--- src/rtl/axi_lite_pkg.sv ---
// Shared AXI4-Lite write-side definitions: response codes, store size codes
// and the write-master FSM state type.
package axi_lite_pkg;

   // AXI response codes
   localparam logic [1:0] RESP_OKAY   = 2'b00;
   localparam logic [1:0] RESP_EXOKAY = 2'b01;
   localparam logic [1:0] RESP_SLVERR = 2'b10;
   localparam logic [1:0] RESP_DECERR = 2'b11;

   // Store size codes; 2'd3 is reserved and always rejected
   localparam logic [1:0] SZ_B = 2'd0;
   localparam logic [1:0] SZ_H = 2'd1;
   localparam logic [1:0] SZ_W = 2'd2;

   typedef enum logic [1:0] {
      StIdle,
      StSend,
      StWaitB,
      StResp
   } wr_state_e;

   // Anything other than OKAY is reported to the requester as an error
   function automatic logic is_err_resp(input logic [1:0] resp);
      return resp != RESP_OKAY;
   endfunction

endpackage

--- src/rtl/wr_lane_align.sv ---
// Byte-lane aligner for 32-bit stores: replicates right-justified data across
// lanes, builds the byte strobe and flags misaligned or reserved-size requests.
module wr_lane_align
   import axi_lite_pkg::*;
(
   input  logic [1:0]  i_addr_lo,
   input  logic [1:0]  i_size,
   input  logic [31:0] i_data,
   output logic [31:0] o_wdata,
   output logic [3:0]  o_wstrb,
   output logic        o_misaligned
);

   // Lane replication and strobe selection by size
   always_comb begin
      o_wdata      = 32'h0;
      o_wstrb      = 4'h0;
      o_misaligned = 1'b0;
      unique case (i_size)
         SZ_B: begin
            o_wdata = {4{i_data[7:0]}};
            o_wstrb = 4'b0001 << i_addr_lo;
         end
         SZ_H: begin
            o_wdata      = {2{i_data[15:0]}};
            o_wstrb      = i_addr_lo[1] ? 4'b1100 : 4'b0011;
            o_misaligned = i_addr_lo[0];
         end
         SZ_W: begin
            o_wdata      = i_data;
            o_wstrb      = 4'b1111;
            o_misaligned = |i_addr_lo;
         end
         default: begin
            o_misaligned = 1'b1;
         end
      endcase
   end

endmodule

--- src/rtl/axi_lite_wr_master.sv ---
// AXI4-Lite write initiator: accepts one store request, drives AW and W
// independently, waits for B and returns OK/error. One transaction in flight.
module axi_lite_wr_master
   import axi_lite_pkg::*;
#(
   parameter int unsigned ADDR_W = 32,
   parameter int unsigned DATA_W = 32
) (
   input  logic              i_clock,
   input  logic              i_reset,

   input  logic              i_req_valid,
   output logic              o_req_ready,
   input  logic [ADDR_W-1:0] i_req_addr,
   input  logic [DATA_W-1:0] i_req_data,
   input  logic [1:0]        i_req_size,

   output logic              o_resp_valid,
   output logic              o_resp_err,
   input  logic              i_resp_ready,

   output logic [ADDR_W-1:0] o_axi_awaddr,
   output logic              o_axi_awvalid,
   input  logic              i_axi_awready,
   output logic [DATA_W-1:0] o_axi_wdata,
   output logic [3:0]        o_axi_wstrb,
   output logic              o_axi_wvalid,
   input  logic              i_axi_wready,
   input  logic [1:0]        i_axi_bresp,
   input  logic              i_axi_bvalid,
   output logic              o_axi_bready
);

   wr_state_e         state_q, state_d;
   logic              awvalid_q, awvalid_d;
   logic              wvalid_q, wvalid_d;
   logic [ADDR_W-1:0] awaddr_q, awaddr_d;
   logic [DATA_W-1:0] wdata_q, wdata_d;
   logic [3:0]        wstrb_q, wstrb_d;
   logic              resp_err_q, resp_err_d;

   logic [31:0]       lane_wdata;
   logic [3:0]        lane_wstrb;
   logic              lane_misaligned;

   wr_lane_align u_lane_align (
      .i_addr_lo    (i_req_addr[1:0]),
      .i_size       (i_req_size),
      .i_data       (i_req_data),
      .o_wdata      (lane_wdata),
      .o_wstrb      (lane_wstrb),
      .o_misaligned (lane_misaligned)
   );

   // Ready is gated by reset so nothing is accepted while held in reset
   assign o_req_ready   = (state_q == StIdle) && i_reset;
   assign o_axi_bready  = (state_q == StWaitB);
   assign o_resp_valid  = (state_q == StResp);
   assign o_resp_err    = resp_err_q;
   assign o_axi_awvalid = awvalid_q;
   assign o_axi_wvalid  = wvalid_q;
   assign o_axi_awaddr  = awaddr_q;
   assign o_axi_wdata   = wdata_q;
   assign o_axi_wstrb   = wstrb_q;

   // Next-state logic: capture, independent AW/W handshakes, B wait, completion
   always_comb begin
      state_d    = state_q;
      awvalid_d  = awvalid_q;
      wvalid_d   = wvalid_q;
      awaddr_d   = awaddr_q;
      wdata_d    = wdata_q;
      wstrb_d    = wstrb_q;
      resp_err_d = resp_err_q;
      unique case (state_q)
         StIdle: begin
            if (i_req_valid && o_req_ready) begin
               if (lane_misaligned) begin
                  // Rejected locally; the bus never sees it
                  resp_err_d = 1'b1;
                  state_d    = StResp;
               end else begin
                  awvalid_d  = 1'b1;
                  wvalid_d   = 1'b1;
                  awaddr_d   = i_req_addr;
                  wdata_d    = lane_wdata;
                  wstrb_d    = lane_wstrb;
                  resp_err_d = 1'b0;
                  state_d    = StSend;
               end
            end
         end
         StSend: begin
            if (awvalid_q && i_axi_awready) begin
               awvalid_d = 1'b0;
            end
            if (wvalid_q && i_axi_wready) begin
               wvalid_d = 1'b0;
            end
            // Both channels done, whether together or in different cycles
            if (!awvalid_d && !wvalid_d) begin
               state_d = StWaitB;
            end
         end
         StWaitB: begin
            if (i_axi_bvalid) begin
               resp_err_d = is_err_resp(i_axi_bresp);
               state_d    = StResp;
            end
         end
         StResp: begin
            if (i_resp_ready) begin
               state_d = StIdle;
            end
         end
         default: begin
            state_d = StIdle;
         end
      endcase
   end

   // State registers with synchronous active-low reset
   always_ff @(posedge i_clock) begin
      if (!i_reset) begin
         state_q    <= StIdle;
         awvalid_q  <= 1'b0;
         wvalid_q   <= 1'b0;
         awaddr_q   <= '0;
         wdata_q    <= '0;
         wstrb_q    <= '0;
         resp_err_q <= 1'b0;
      end else begin
         state_q    <= state_d;
         awvalid_q  <= awvalid_d;
         wvalid_q   <= wvalid_d;
         awaddr_q   <= awaddr_d;
         wdata_q    <= wdata_d;
         wstrb_q    <= wstrb_d;
         resp_err_q <= resp_err_d;
      end
   end

endmodule

--- config.mk ---
export PLATFORM = sky130hd
export DESIGN_NAME = axi_lite_wr_master
export DESIGN_NICKNAME = d
export VERILOG_FILES = /design/src/rtl/axi_lite_pkg.sv /design/src/rtl/wr_lane_align.sv /design/src/rtl/axi_lite_wr_master.sv
export SDC_FILE = /design/constraint.sdc
export NUM_CORES = 1
export LEC_CHECK = 0
export ABC_AREA = 1
export BUFFER_PORTS_ARGS = -buffer_cell sky130_fd_sc_hd__buf_2
export CORE_MARGIN = 5
export CORE_UTILIZATION = 40
export DETAILED_ROUTE_END_ITERATION = 16
export PLACE_DENSITY = 0.77
export SLEW_MARGIN = 30
export SYNTH_ARGS = -nofsm -noshare
export SYNTH_HDL_FRONTEND = slang
export SYNTH_SLANG_ARGS = --single-unit
--- constraint.sdc ---
create_clock -name i_clock -period 1.49 [get_ports i_clock]
set_input_delay 0.0745 -clock i_clock [delete_from_list [all_inputs] [get_ports i_clock]]
set_output_delay 0.0745 -clock i_clock [all_outputs]
set_load 0.005 [all_outputs]
==> results.sh, run 1 <==
export IMPL_switching_share=0.2820
export IMPL_r2r_setup_slack_ps=20
export IMPL_clk_pin_slew_ps=80
export IMPL_dp_slack_ps=17.50
export IMPL_use_met3=0.04913
export IMPL_rsz0062_at_grt="yes"
export IMPL_final_cells=766
export IMPL_avgSynthCellArea_um2=7.122
export IMPL_hold_path_class="in2reg"
export IMPL_start_util=0.4057
export IMPL_final_common_cell="nand2_1"
export IMPL_synth_seq_cells=73
export IMPL_grt_use_met1=0.2604
export IMPL_internal_power_mw=4.061
export IMPL_grt_pass1_vias=3563
export IMPL_grt_antenna_before_repair=0
export IMPL_hold_violations=0
export IMPL_slew_headroom=0.7765
export IMPL_vias=3788
export IMPL_die_h_um=100.6
export IMPL_first_pass_iters=4
export IMPL_clkPwrFrac=0.354
export IMPL_met2_usage=0.3453
export IMPL_p_leak_nw=2.408
export IMPL_wl_per_cell_um=15.16
export IMPL_grt_total_usage=0.2088
export IMPL_setup_ws_ps=20.45
export IMPL_yosys_warnings=0
export IMPL_nets=737
export IMPL_timing_final_crit_share=0.9863
export IMPL_diodes=0
export IMPL_htree_levels=3
export IMPL_seq_power_share=0.384
export IMPL_cts_buffer_depth=2
export IMPL_multi_input_area_um2=1644
export IMPL_synth_top_area_share=0.4451
export IMPL_area_growth_pct=53.58
export IMPL_fillCellCount=697
export IMPL_crit_required_ps=1770
export IMPL_numCtsBuffers=9
export IMPL_antenna_left=0
export IMPL_final_cell_mix="189 x nand2_1, 148 x buf_2, 71 x dfxtp_1, 55 x a21oi_1, 30 x dlygate4sd3_1"
export IMPL_tightestPinTransition_ps=335.2
export IMPL_port_buffers=148
export IMPL_cts_root_buf="clkbuf_8"
export IMPL_gr_max_usage_layer="met2"
export IMPL_syn_num_nets=541
export IMPL_combPwrFrac=0.262
export IMPL_status="finished clean"
export IMPL_seq_area_um2=1464
export IMPL_drc_errors=0
export IMPL_endpoint_kind="register"
export IMPL_fin_crit_ps=1470
export IMPL_dieWidth_um=100.6
export IMPL_ys_types=23
export IMPL_final_layout_size_suffix_gt1_frac=0.3646
export IMPL_clk_latency_ps=340
export IMPL_maxCapViolations=0
export IMPL_worstSetupStartpointType="register"
export IMPL_overflow=0
export IMPL_rows=33
export IMPL_synth_area_leaders="dfxtp_1 45%, nand2_1 22%, a21oi_1 9.8%, nand3_1 4.4%, inv_1 2.4%"
export IMPL_fin_total_pwr_mw=5.656
export IMPL_post_synth_top_area_cell="dfxtp_1"
export IMPL_critical_path_class="reg2reg"
export IMPL_critPathMaxFanout=7
export IMPL_ioPinCount=149
export IMPL_ir_drop_mv=0.4358
export IMPL_power_density_nw_per_um2=1122
export IMPL_worstPathArrival_ps=1750
export IMPL_grt_pass1_wl_mm=16.88
export IMPL_wl_mm=11.62
export IMPL_synth_cells=461
export IMPL_die_area_um2=10120
export IMPL_finalSetupViolations=0
export IMPL_numPlacedInstances=710
export IMPL_grt_max_degree=39
export IMPL_skew_ps=5.347
export IMPL_cts_tree="built"
export IMPL_max_freq_ghz=0.6805
export IMPL_dp_hpwl_mm=7.628
export IMPL_viasPerCell=4.945
export IMPL_gp_congestion=0.9371
export IMPL_drt_iter0_markers=143
export IMPL_p_switching_mw=1.595
export IMPL_yosysSeqAreaShare=0.4451
export IMPL_clock_sinks=73
export IMPL_slew_violations=0
export IMPL_syn_area_um2=3283
export IMPL_core_um2=8093
==> state kept, by name, summed over array words and instances (netlist names) <==
signal and count:
o_axi_wvalid 1, o_axi_wstrb 4, o_axi_awaddr 32, o_resp_err 1, o_axi_awvalid 1, state_q 2
o_axi_wdata 32
==> per-layer routing <==
layer  vias to the layer above  wire length (µm)
met5                         -                 0
met4                         0               240
met3                        21               947
met2                       165              5608
met1                      1732              4819
li1                       1870                 -
==> power by group through the flow <==
stage | registers [mW] | clock network, mW | logic, mW
floorplan | 2.22 | 0 | 0.691
global placement | 2.20 | 0 | 1.19
detailed placement | 2.21 | 0 | 1.21
CTS | 2.17 | 2.04 | 1.28
global route | 2.18 | 2.11 | 1.65
finish | 2.17 | 2.00 | 1.48
==> logic make-up (layout without fill, tap and decap cells) <==
| group | Yosys count | after routing | share of synthesized area |
|---|---|---|---|
| DFF | 73 | 73 | 0.4451 |
| and+or+nand+nor | 256 | 256 | 0.3270 |
| AOI/OAI and AO/OA | 78 | 78 | 0.1315 |
| buffers and inverters | 49 | 249 | 0.07736 |
| adders and majority gates | 5 | 5 | 0.01905 |
==> timing repair <==
item                                   CTS  global route
endpoints found under the hold margin   30             0
gates resized for setup                  2            26
pin swaps                                0             5
buffers inserted                         1             3
hold buffers                            30             0
gates cloned                             0             7
setup endpoints to repair                2            71
==> cell usage after synthesis <==
cell type  count
a21oi_1       64
a21oi_2        8
buf_2          8
buf_4          3
buf_6          6
clkbuf_1       7
clkinv_2       1
dfxtp_1       73
ha_1           5
inv_1         21
inv_2          2
inv_4          1
nand2_1      194
nand2_2        9
nand2_4        2
nand3_1       29
nand3_4        1
nand4_1        8
nor2_1        11
nor2_2         1
o21ai_0        5
o21ai_4        1
or2_2          1
==> critical path: stages, from the launching register on <==
cell	delay, ps
dfxtp_2	330
inv_2	70
ha_4	130
nand3_2	70
inv_2	80
nand3_4	190
clkinv_8	150
clkbuf_16	170
nand2_4	40
a21oi_2	150
==> metrics by stage <==
stage                 util  TNS, ps  hold slack, ps  cell area (µm²)
finish              0.6231        0           13.80             5042
global route        0.6231   -967.0           29.06             5042
CTS                 0.5929        0           2.248             4798
global placement    0.5226        0           324.8             4229
detailed placement  0.5226        0           328.4             4229
floorplan                -        0           210.9             3288
==> cell type report <==
type,count,share of cell area
Clock inverter,5,0.02556
Timing Repair inverter,1,0.001737
Tap cell,105,0.02605
Clock buffer,10,0.02531
Sequential cell,73,0.2903
Timing Repair Buffer,208,0.2836
Multi-Input combinational cell,339,0.3261
Inverter,25,0.02134
==> path summary, 6_finish.rpt <==
kind | from | end | depth (start not counted)
setup / recovery | state_q[1] | o_axi_awaddr[22] | 9
hold / removal | i_req_data[7] | o_axi_wdata[7] | 3
setup reg to reg | state_q[1] | o_axi_awaddr[22] | 9
hold reg to reg | o_axi_awaddr[6] | o_axi_awaddr[6] | 2
(Power assumes the default switching activity.)
==> run 2: changes to the inputs <==
Settings changed: CTS_BUF_LIST from default to sky130_fd_sc_hd__clkbuf_8.
==> run 2 against run 1 <==
  * Clock power barely moved
  * Sequential power hardly changed
  * Total power shrank 0.19%
  * Critical endpoint unchanged
  * Worst setup slack better by 22 ps
  * Critical path depth unchanged
  * Global-route usage is the same
  * Clock skew about the same
==> results.sh, run 2 (synthesized netlist as in run 1, its figures left out) <==
export IMPL_tightestPinTransition_ps=332.8
export IMPL_cts_root_buf="clkbuf_8"
export IMPL_dp_hpwl_mm=7.628
export IMPL_worst_hold_slack_ps=17.13
export IMPL_rows=33
export IMPL_core_um2=8093
export IMPL_grt_max_degree=39
export IMPL_skew_ps=5.470
export IMPL_worstPathArrival_ps=1730
export IMPL_p_leak_nw=2.428
export IMPL_fin_crit_ps=1447
export IMPL_slew_headroom=0.7782
export IMPL_power_density_nw_per_um2=1117
export IMPL_drt_iter0_markers=141
export IMPL_wl_mm=11.63
export IMPL_drc_errors=0
export IMPL_combPwrFrac=0.263
export IMPL_switching_share=0.2817
export IMPL_worstSetupStartpointType="register"
export IMPL_timing_final_crit_share=0.9715
export IMPL_die_h_um=100.6
export IMPL_nets=737
export IMPL_setup_ws_ps=42.50
export IMPL_p_switching_mw=1.590
export IMPL_critPathLaunch="state_q[1]"
export IMPL_critPathMaxFanout=7
export IMPL_grt_total_usage=0.2088
export IMPL_cts_tree="built"
export IMPL_hold_violations=0
export IMPL_seq_power_share=0.385
export IMPL_maxCapViolations=0
export IMPL_endpoint_kind="register"
export IMPL_antenna_left=0
export IMPL_rsz0062_at_grt="yes"
export IMPL_status="finished clean"
export IMPL_clk_pin_slew_ps=80
export IMPL_clock_sinks=73
export IMPL_grt_antenna_before_repair=0
export IMPL_die_area_um2=10120
export IMPL_slew_violations=0
export IMPL_hold_path_class="in2reg"
export IMPL_r2r_end="o_axi_awaddr[22]"
export IMPL_dp_slack_ps=17.50
export IMPL_reg2reg_depth=9
export IMPL_start_util=0.4057
export IMPL_htree_levels=3
export IMPL_dieWidth_um=100.6
export IMPL_ioPinCount=149
export IMPL_final_common_cell="nand2_1"
export IMPL_r2r_setup_slack_ps=40
export IMPL_max_freq_ghz=0.6908
export IMPL_area_growth_pct=53.89
export IMPL_crit_end="o_axi_awaddr[22]"
export IMPL_final_layout_size_suffix_gt1_frac=0.3646
export IMPL_port_buffers=148
export IMPL_critical_path_class="reg2reg"
export IMPL_grt_pass1_vias=3563
export IMPL_final_util=0.6243
export IMPL_internal_power_mw=4.055
export IMPL_cts_buffer_depth=2
export IMPL_finalSetupViolations=0
export IMPL_viasPerCell=4.948
export IMPL_grt_pass1_wl_mm=16.88
export IMPL_first_pass_iters=4
export IMPL_clk_latency_ps=340
export IMPL_crit_required_ps=1770
export IMPL_overflow=0
export IMPL_vias=3790
export IMPL_final_cells=766
export IMPL_gp_congestion=0.9371
export IMPL_wl_per_cell_um=15.18
export IMPL_rr_startpoint="state_q[1]"
export IMPL_clkPwrFrac=0.352
export IMPL_diodes=0
export IMPL_numCtsBuffers=9
export IMPL_final_cell_mix="189 x nand2_1, 148 x buf_2, 71 x dfxtp_1, 55 x a21oi_1, 30 x dlygate4sd3_1"
export IMPL_fin_total_pwr_mw=5.645
export IMPL_numPlacedInstances=710
export IMPL_ir_drop_mv=0.4315
## run 2: area by class of cell
cell class              instances  area (µm²)
flip-flops and latches         73        1464
multi-input cells             339        1654
fillers                       693        3040
clock inverters                 6       132.6
clock buffers                   9       123.9
repair inverters                1       8.758
inverters                      25       107.6
well taps                     105       131.4
repair buffers                208        1430
## run 2: routing by layer
| layer | up-vias | GRT usage | share of wire |
|---|---|---|---|
| li1 | 1877 | - | - |
| met1 | 1731 | 0.2604 | 0.42 |
| met2 | 162 | 0.3453 | 0.48 |
| met3 | 20 | 0.04913 | 0.080 |
| met4 | 0 | 0.08497 | 0.021 |
| met5 | - | 0 | 0 |
## run 2: how the worst min path moves through the flow
stage                         from          endpoint  cells after the start
finish               i_req_data[7]    o_axi_wdata[7]                      3
global route         i_req_data[7]    o_axi_wdata[7]                      3
CTS                  i_req_data[7]    o_axi_wdata[7]                      3
detailed placement   i_req_addr[6]   o_axi_awaddr[6]                      3
global placement     i_req_addr[5]   o_axi_awaddr[5]                      3
floorplan           i_req_addr[12]  o_axi_awaddr[12]                      2
## run 2: stage by stage
step	TNS [ps]	area, µm²
after global placement	0	4229
final	0	5052
after global routing	-1056	5052
after CTS	0	4798
after detailed placement	0	4229
after floorplan	0	3288
## run 2: timing repair
action	CTS	global route
endpoints found under the hold margin	30	0
pin swaps	0	6
gates resized for setup	2	28
cloned	0	7
buffers inserted	1	3
hold buffers	30	0
endpoints found under the setup margin	2	71
## run 2: worst max-delay path, cell delays in order, from the launching register on
cell and delay (ps):
dfxtp_2 330, inv_2 70, ha_4 130, nand3_2 70, inv_2 80, nand3_4 190, clkinv_8 160, clkbuf_16 170
nand2_4 50, a21oi_2 120
## run 2: power groups by stage
stage	clock network, mW	registers [mW]	logic, mW
2_1_floorplan	0	2.22	0.691
3_3_place_gp	0	2.20	1.19
3_5_place_dp	0	2.21	1.21
4_1_cts	2.03	2.17	1.28
5_1_grt	2.09	2.18	1.65
6_report	1.99	2.17	1.49
